### src/rtl/alu_op_sequencer.sv
// alu_op_sequencer: issues one operation at a time to a combinational 16-bit ALU, holds the operands
// for a per-op window, then returns a registered result with regenerated flags. Option: OVERFLOW_DETECT_EN.
module alu_op_sequencer #(
    parameter int unsigned MUL_LAT = 2,
    parameter int unsigned DIV_LAT = 4
) (
    input  logic        clk,
    input  logic        reset_n,
    input  logic        req_valid,
    output logic        req_ready,
    input  logic [3:0]  req_op,
    input  logic [15:0] req_a,
    input  logic [15:0] req_b,
    output logic [15:0] alu_a,
    output logic [15:0] alu_b,
    output logic [2:0]  alu_sel,
    input  logic [15:0] alu_out,
    input  logic        alu_zero,
    input  logic        alu_less,
    output logic        rsp_valid,
    input  logic        rsp_ready,
    output logic [15:0] rsp_result,
    output logic        rsp_zero,
    output logic        rsp_less,
    output logic        rsp_err,
    output logic        rsp_ovf
);

    localparam logic [2:0] SEL_ADD = 3'b000;
    localparam logic [2:0] SEL_SUB = 3'b001;
    localparam logic [2:0] SEL_MUL = 3'b010;
    localparam logic [2:0] SEL_DIV = 3'b011;

    localparam logic [3:0] MUL_CNT = 4'(MUL_LAT - 1);
    localparam logic [3:0] DIV_CNT = 4'(DIV_LAT - 1);

    typedef enum logic [1:0] {
        IDLE = 2'd0,
        EXEC = 2'd1,
        RESP = 2'd2
    } state_t;

    state_t      state_q, state_d;
    logic [3:0]  cnt_q, cnt_d;
    logic [15:0] alu_a_q, alu_a_d;
    logic [15:0] alu_b_q, alu_b_d;
    logic [2:0]  alu_sel_q, alu_sel_d;
    logic [15:0] rsp_result_q, rsp_result_d;
    logic        rsp_zero_q, rsp_zero_d;
    logic        rsp_less_q, rsp_less_d;
    logic        rsp_err_q, rsp_err_d;
    logic        illegal_accept;
    logic        capture;
    logic        div_by_zero;
    logic [15:0] result_sel;

    // The ALU's own flags are not trusted; they are regenerated from the held operands.
    logic unused_alu_flags;
    assign unused_alu_flags = alu_zero ^ alu_less;

    function automatic logic [3:0] lat_cnt(input logic [2:0] sel);
        case (sel)
            SEL_MUL: lat_cnt = MUL_CNT;
            SEL_DIV: lat_cnt = DIV_CNT;
            default: lat_cnt = 4'd0;
        endcase
    endfunction

    function automatic logic calc_less(input logic [2:0]  sel,
                                       input logic [15:0] a,
                                       input logic [15:0] b,
                                       input logic [15:0] res);
        logic signed [15:0] sa;
        logic signed [15:0] sb;
        sa = $signed(a);
        sb = $signed(b);
        case (sel)
            SEL_SUB: calc_less = (sa < sb);
            SEL_ADD: calc_less = res[15];
            default: calc_less = 1'b0;
        endcase
    endfunction

    assign illegal_accept = (state_q == IDLE) && req_valid && req_op[3];
    assign capture        = (state_q == EXEC) && (cnt_q == 4'd0);
    assign div_by_zero    = (alu_sel_q == SEL_DIV) && (alu_b_q == 16'd0);
    assign result_sel     = div_by_zero ? 16'hFFFF : alu_out;

    always_comb begin
        state_d      = state_q;
        cnt_d        = cnt_q;
        alu_a_d      = alu_a_q;
        alu_b_d      = alu_b_q;
        alu_sel_d    = alu_sel_q;
        rsp_result_d = rsp_result_q;
        rsp_zero_d   = rsp_zero_q;
        rsp_less_d   = rsp_less_q;
        rsp_err_d    = rsp_err_q;
        case (state_q)
            IDLE: begin
                if (req_valid) begin
                    if (req_op[3]) begin
                        rsp_result_d = 16'd0;
                        rsp_zero_d   = 1'b0;
                        rsp_less_d   = 1'b0;
                        rsp_err_d    = 1'b1;
                        state_d      = RESP;
                    end else begin
                        alu_a_d   = req_a;
                        alu_b_d   = req_b;
                        alu_sel_d = req_op[2:0];
                        cnt_d     = lat_cnt(req_op[2:0]);
                        state_d   = EXEC;
                    end
                end
            end
            EXEC: begin
                if (cnt_q != 4'd0) begin
                    cnt_d = cnt_q - 4'd1;
                end else begin
                    rsp_result_d = result_sel;
                    rsp_zero_d   = (result_sel == 16'd0);
                    rsp_less_d   = calc_less(alu_sel_q, alu_a_q, alu_b_q, alu_out);
                    rsp_err_d    = div_by_zero;
                    state_d      = RESP;
                end
            end
            RESP: begin
                if (rsp_ready) begin
                    state_d = IDLE;
                end
            end
            default: state_d = IDLE;
        endcase
    end

    always_ff @(posedge clk or negedge reset_n) begin
        if (!reset_n) begin
            state_q      <= IDLE;
            cnt_q        <= 4'd0;
            alu_a_q      <= 16'd0;
            alu_b_q      <= 16'd0;
            alu_sel_q    <= 3'd0;
            rsp_result_q <= 16'd0;
            rsp_zero_q   <= 1'b0;
            rsp_less_q   <= 1'b0;
            rsp_err_q    <= 1'b0;
        end else begin
            state_q      <= state_d;
            cnt_q        <= cnt_d;
            alu_a_q      <= alu_a_d;
            alu_b_q      <= alu_b_d;
            alu_sel_q    <= alu_sel_d;
            rsp_result_q <= rsp_result_d;
            rsp_zero_q   <= rsp_zero_d;
            rsp_less_q   <= rsp_less_d;
            rsp_err_q    <= rsp_err_d;
        end
    end

`ifdef OVERFLOW_DETECT_EN
    logic rsp_ovf_q, rsp_ovf_d;

    function automatic logic calc_ovf(input logic [2:0]  sel,
                                      input logic [15:0] a,
                                      input logic [15:0] b,
                                      input logic [15:0] res);
        logic [31:0] prod;
        prod = {16'd0, a} * {16'd0, b};
        case (sel)
            SEL_ADD: calc_ovf = (a[15] == b[15]) && (res[15] != a[15]);
            SEL_SUB: calc_ovf = (a[15] != b[15]) && (res[15] != a[15]);
            SEL_MUL: calc_ovf = |prod[31:16];
            default: calc_ovf = 1'b0;
        endcase
    endfunction

    always_comb begin
        rsp_ovf_d = rsp_ovf_q;
        if (illegal_accept) begin
            rsp_ovf_d = 1'b0;
        end else if (capture) begin
            rsp_ovf_d = calc_ovf(alu_sel_q, alu_a_q, alu_b_q, alu_out);
        end
    end

    always_ff @(posedge clk or negedge reset_n) begin
        if (!reset_n) begin
            rsp_ovf_q <= 1'b0;
        end else begin
            rsp_ovf_q <= rsp_ovf_d;
        end
    end

    assign rsp_ovf = rsp_ovf_q;
`else
    logic unused_ovf_ctl;
    assign unused_ovf_ctl = illegal_accept ^ capture;
    assign rsp_ovf        = 1'b0;
`endif

    assign req_ready  = (state_q == IDLE);
    assign rsp_valid  = (state_q == RESP);
    assign alu_a      = alu_a_q;
    assign alu_b      = alu_b_q;
    assign alu_sel    = alu_sel_q;
    assign rsp_result = rsp_result_q;
    assign rsp_zero   = rsp_zero_q;
    assign rsp_less   = rsp_less_q;
    assign rsp_err    = rsp_err_q;

endmodule
### config.mk
export PLATFORM = sky130hd
export DESIGN_NAME = alu_op_sequencer
export DESIGN_NICKNAME = d
export VERILOG_FILES = /design/src/rtl/alu_op_sequencer.sv
export SDC_FILE = /design/constraint.sdc
export NUM_CORES = 1
export LEC_CHECK = 0
export CORE_AREA = 2 2 102 104
export CTS_BUF_LIST = sky130_fd_sc_hd__clkbuf_4 sky130_fd_sc_hd__clkbuf_8 sky130_fd_sc_hd__clkbuf_16
export DETAILED_ROUTE_END_ITERATION = 12
export DIE_AREA = 0 0 104 106
export GPL_ROUTABILITY_DRIVEN = 1
export GPL_TIMING_DRIVEN = 1
export PLACE_DENSITY = 0.63
export SLEW_MARGIN = 20
export SYNTH_ARGS = -nofsm -noshare
export SYNTH_HDL_FRONTEND = slang
export SYNTH_SLANG_ARGS = --single-unit
### constraint.sdc
create_clock -name clk -period 1.74 [get_ports clk]
set_input_delay 0.348 -clock clk [delete_from_list [all_inputs] [get_ports clk]]
set_output_delay 0.348 -clock clk [all_outputs]
set_load 0.05 [all_outputs]
# [Word-level counts from Yosys, hierarchy flattened]
# Index checks and enable logic that the tools add are counted.
[word_totals] reg_bits=60 out_inout_bits=57 word_cells=61
[classes] addsub=1 order_cmp=1 eq_ne=12 n_mux=26 bitwise=1 n_reduce_logical=11
[op_table] cell="$mux W16" count=4
[op_table] cell="$logic_not A16 Y1" count=2
[op_table] cell="$pmux W16 S2" count=1
[op_table] cell="$lt A16 B16 Y1" count=1
[op_table] cell="$mux W4" count=3
[op_table] cell="$eq A3 B2 Y1 const B" count=3
[op_table] cell="$mux W2" count=4
[op_table] cell="$pmux W1 S2" count=4
[op_table] cell="$pmux W4 S2" count=1
[op_table] cell="$reduce_and A4 Y1" count=2
[op_table] cell="$mux W1" count=7
[op_table] cell="$ne A2 B1 Y1 const B" count=3
[op_table] cell="$ne A2 B2 Y1 const B" count=3
[op_table] cell="$pmux W2 S3" count=1
[op_table] cell="$reduce_and A3 Y1" count=2
[op_table] cell="$pmux W2 S2" count=1
[op_table] cell="$reduce_bool A4 Y1" count=1
[op_table] cell="$sub A4 B1 Y4 const B" count=1
[op_table] cell="$eq A3 B1 Y1 const B" count=1
[op_table] cell="$logic_not A3 Y1" count=1
[op_table] cell="$eq A2 B1 Y1 const B" count=1
[op_table] cell="$eq A2 B2 Y1 const B" count=1
[op_table] cell="$logic_not A2 Y1" count=1
[op_table] cell="$reduce_bool A2 Y1" count=1
[op_table] cell="other kinds (2)" count=2

# [Logic depth before layout (Yosys ltp)]
[logic_depth] ltp_word=6 depth_mapped=7 ltp_nobuf=7

# [Least setup slack after synthesis]
# No wires, ideal clock.
[synth_timing] kind="register -> register" start="register alu_b_q[15] (netlist: alu_b[15])" end="register rsp_less_q (netlist: rsp_less)" arrival_time_ps=1852 slack_ps=-271 stages_incl_launch_ff=8 path_buffers=0 synth_period_minus_slack_ps=2011 cell_sequence="dfrtp_1 inv_1 ha_1 and4_1 o211ai_1 o31ai_1 a211o_1 a41oi_2"
[synth_between] elab_chain_len=4
[synth_rtl] element="from (decl)" line_no="46" text="logic [15:0] alu_b_q, alu_b_d;"
[synth_rtl] element="from (signal assigned)" line_no="152" text="alu_b_q <= alu_b_d;"
[synth_rtl] element="$lt A16 B16 Y1" line_no="78" text="SEL_SUB: calc_less = (sa < sb);"
[synth_rtl] element="$pmux W1 S2" line_no="77" text="case (sel)"
[synth_rtl] element="$mux W1" line_no="118" text="if (cnt_q != 4'd0) begin"
[synth_rtl] element="$pmux W1 S2" line_no="99" text="case (state_q)"
[synth_rtl] element="to (signal assigned)" line_no="156" text="rsp_less_q <= rsp_less_d;"
[synth_rtl] element="to (decl)" line_no="50" text="logic rsp_less_q, rsp_less_d;"
# No other way between the ends. The select of a mux whose other input is x is not followed.
# A chain may end at the register's enable or synchronous reset.

# [Worst setup path in the final report]
[layout_timing] start="register alu_a_q[14] (netlist: alu_a[14])" end="register rsp_less_q (netlist: rsp_less)"
[layout_between] elab_chain_len=4
[layout_rtl] element="from (decl)" line_no="45" text="logic [15:0] alu_a_q, alu_a_d;"
[layout_rtl] element="from (signal assigned)" line_no="151" text="alu_a_q <= alu_a_d;"
[layout_rtl] element="$lt A16 B16 Y1" line_no="78"
[layout_rtl] element="$pmux W1 S2" line_no="77"
[layout_rtl] element="$mux W1" line_no="118"
[layout_rtl] element="$pmux W1 S2" line_no="99"
# No other way between the ends. The select of a mux whose other input is x is not followed.

==> summary.md <==
| Metric | Value |
|---|---|
| Worst path required time | `about 1.9 ns` |
| DRT antenna net count | `0` |
| Setup violators final | `0` |
| Mux cell area share after synthesis | `7.77%` |
| Clock buffer depth | `2` |
| CTS tree | `done` |
| Number of global-route vias before repair | `2,617` |
| Yosys warns | `0` |
| Synth Net Count | `~350` |
| Initial Utilization | `29.0%` |
| Clk_skew | `between 0.01 and 0.015 ns` |
| Commonest cells after routing, fill and taps aside | `87 x buf_4, 54 x clkdlybuf4s50_1, 53 x nand2_1` |
| Max Clock Freq | `577 MHz` |
| Die Y | `between 100 and 150 µm` |
| Pin count of the biggest net entering global routing | `61` |
| Number of port buffers | `around 110` |
| Final net count | `500` |
| Worst skew pair latency | `0.34 ns` |
| Gr ovfl total | `0` |
| Final wirelength | `between 7 and 8 mm` |
| Adder-cell area share of the yosys netlist | `under 10%` |
| Synth Instances | `277` |
| Place WS | `-0.148 ns` |
| # clock sinks | `60` |
| Final instance area | `about 0.0047 mm²` |
| Half-perimeter wire length after placement | `a little under 6 mm` |
| Final period utilization | `about 100%` |
| Register bit total from synthesis | `60` |
| XOR/XNOR Fraction of Synth Area | `less than 1%` |
| Reg-to-reg slack, setup | `between 0.006 and 0.007 ns` |
| Final hold vios | `0` |
| Setup_tns | `0 ns` |
| RR Startpoint | `alu_a[14]$_DFFE_PN0P_` |
| Average cell area after synthesis | `roughly 10 µm²` |
| Kind of critical path | `flip-flop to flip-flop` |
| First DRT Iteration DRCs | `62` |
| Hold crit path type | `input pin to async pin` |
| N_diodes | `0` |
| R2R Path End | `rsp_less$_DFFE_PN0P_` |
| Simple-gate share of the synthesized area | `between 10% and 20%` |
| Die area | `0.0110 mm²` |
| Final WS setup | `0.00603 ns` |
| Die X | `about 100 µm` |
| Async set or reset register ratio after synthesis | `100%` |
| Slew Viols, Final | `0` |
| Initial DRT Pass Iterations | `4` |
| Commonest non-fill, non-tap cell in the layout | `buf_4` |
| Vias post-DR | `between 2,000 and 3,000` |
| Core area | `around 0.01 mm²` |
| Cell variety after synth | `44` |
| First-pass GRT wire length | `around 13 mm` |
| Sequential fraction of the synthesis area | `between 50% and 60%` |
| Leakage | `~0.0021 µW` |
| Status | `finished, final reports clean` |
| WL/cell | `between 10 and 15 µm` |
| Area delta synth->final | `63.3%` |
| CP arrival | `1.93 ns` |
| VDD IR-drop max | `approximately 0.0012 V` |
| Initial antenna violation count | `0` |
| # IOs | `115` |
| Minimum clock period | `~1.7 ns` |
| Worst R2R Path Depth | `6` |
| Pwr dens | `roughly 2100 mW/mm²` |
| GPL Wtd Cong | `roughly 0.78` |
| # DRC | `0` |
| RSZ-0062 raised after global routing | `true` |
| Synth Cell Area | `0.00290 mm²` |
| Number of synthesized flops with an enable pin | `0` |
| Row cnt | `37` |
| Vias per cell | `roughly 4.5` |
| Share of layout cells above drive strength 1 | `between 40 and 50%` |
| Clock H-tree levels | `3` |
| Clock-pin slew on the worst setup and hold paths | `~0.070 ns` |
| CTS buffer count | `9` |
| Largest family of logic cells by synthesized area | `simple AND/OR/NAND/NOR gates` |
| Critical path endpoint category | `flip-flop` |
| Max Cap Violations | `0` |
| Placed Area | `roughly 0.0043 mm²` |
| Global-route usage over all layers | `between 10% and 20%` |
| Crit start category | `flip-flop` |
| Clock Tree Root | `clkbuf_8` |
| Primary FF master, synth | `dfrtp_1` |
| Fraction of the mapped netlist area in compound gates | `roughly an eighth` |
| CP max FO | `3` |
==> where the power goes <==
part,switching (µW),internal (µW)
Clock,591,668
Sequential,542,2040
Combinational,3570,2460
==> final cells by class <==
| type | instances | area [µm²] |
|---|---|---|
| inverters | 20 | 75.1 |
| multi-input cells | 186 | 1440 |
| flip-flops and latches | 60 | 1530 |
| clock inverters | 7 | 76.3 |
| well taps | 136 | 170 |
| fillers | 944 | 5270 |
| repair buffers | 148 | 1310 |
| clock buffers | 9 | 124 |
==> routing by layer <==
metal / routed length (µm) / vias up / track usage, %
met1: 3320 / 1201 / 17.9
li1: - / 1250 / -
met4: 56 / 0 / 4.05
met3: 563 / 6 / 5.09
met5: 0 / - / 0
met2: 3880 / 88 / 23.8
==> synth_stat cells, types with 2 or more instances <==
| master | n | area, µm² |
|---|---|---|
| clkbuf_1 | 3 | 11.3 |
| o211ai_1 | 2 | 15.0 |
| nand3_1 | 4 | 20.0 |
| o21ai_0 | 25 | 125 |
| nor2_2 | 3 | 18.8 |
| a21oi_1 | 4 | 20.0 |
| nand2_1 | 54 | 203 |
| a21o_1 | 3 | 22.5 |
| xor2_1 | 2 | 17.5 |
| mux2_2 | 19 | 214 |
| nor4_1 | 6 | 37.5 |
| nand2b_1 | 2 | 12.5 |
| dfrtp_1 | 60 | 1500 |
| and4_1 | 3 | 26.3 |
| a31oi_1 | 2 | 12.5 |
| nand2_2 | 2 | 12.5 |
| o21ai_1 | 7 | 35.0 |
| buf_2 | 7 | 35.0 |
| inv_1 | 19 | 71.3 |
| nor3_1 | 4 | 20.0 |
| nor2_1 | 7 | 26.3 |
| ha_1 | 17 | 213 |
==> cells by family (layout without fill, tap and decap cells) <==
group                      count (synthesis)  in the layout
muxes                                     20             20
adders and majority gates                 17             17
xor gates and xnor gates                   2              2
DFF                                       60             60
AOI/OAI and AO/OA                         52             52
other                                      1              1
and+or+nand+nor                           94             94
buffers and inverters                     31            184
==> worst max-delay path, cell delays in order, from the launching register on <==
cell and delay (ns):
dfrtp_2 0.43, ha_4 0.27, and4_4 0.24, o211ai_1 0.13, o31ai_4 0.27, a211o_1 0.15
a41oi_2 0.11
==> flip-flops by register name, summed over array words and instances (netlist names) <==
| register | flops |
|---|---|
| alu_sel | 3 |
| state_q | 2 |
| rsp_zero | 1 |
| alu_b | 16 |
| alu_a | 16 |
| rsp_err | 1 |
| rsp_result | 16 |
| rsp_less | 1 |
| cnt_q | 4 |
==> metrics by stage <==
| stage | std cells | power [µW] | util [%] | hold slack, ns |
|---|---|---|---|---|
| global route | 566 | 10500 | 47.3 | 0.0206 |
| CTS | 562 | 9660 | 45.9 | 0.0183 |
| finish | 566 | 9870 | 47.3 | 0.00846 |
| floorplan | 277 | 6020 | - | 0.0524 |
| global placement | 546 | 8040 | 43.2 | 0.384 |
| detailed placement | 546 | 8120 | 43.2 | 0.387 |
==> repair_timing <==
action                                  in CTS  in global routing
hold buffers                                 0                  0
pin swaps                                    5                  6
gates resized for setup                     11                 14
endpoints found under the setup margin       3                 10
setup buffers                                0                  4
==> worst max-delay path by stage <==
stage | from | to | slack [ns] | cells after the start
floorplan | alu_b[14]$_DFFE_PN0P_ | rsp_less$_DFFE_PN0P_ | -0.1 | 7
global placement | req_op[3] | alu_a[6]$_DFFE_PN0P_ | -0.13 | 5
detailed placement | req_op[3] | alu_a[12]$_DFFE_PN0P_ | -0.15 | 5
CTS | alu_a[5]$_DFFE_PN0P_ | rsp_less$_DFFE_PN0P_ | 0.002 | 6
global route | alu_a[14]$_DFFE_PN0P_ | rsp_less$_DFFE_PN0P_ | -0.07 | 6
finish | alu_a[14]$_DFFE_PN0P_ | rsp_less$_DFFE_PN0P_ | 0.006 | 6
No activity file was read; power rests on OpenSTA's default activity.
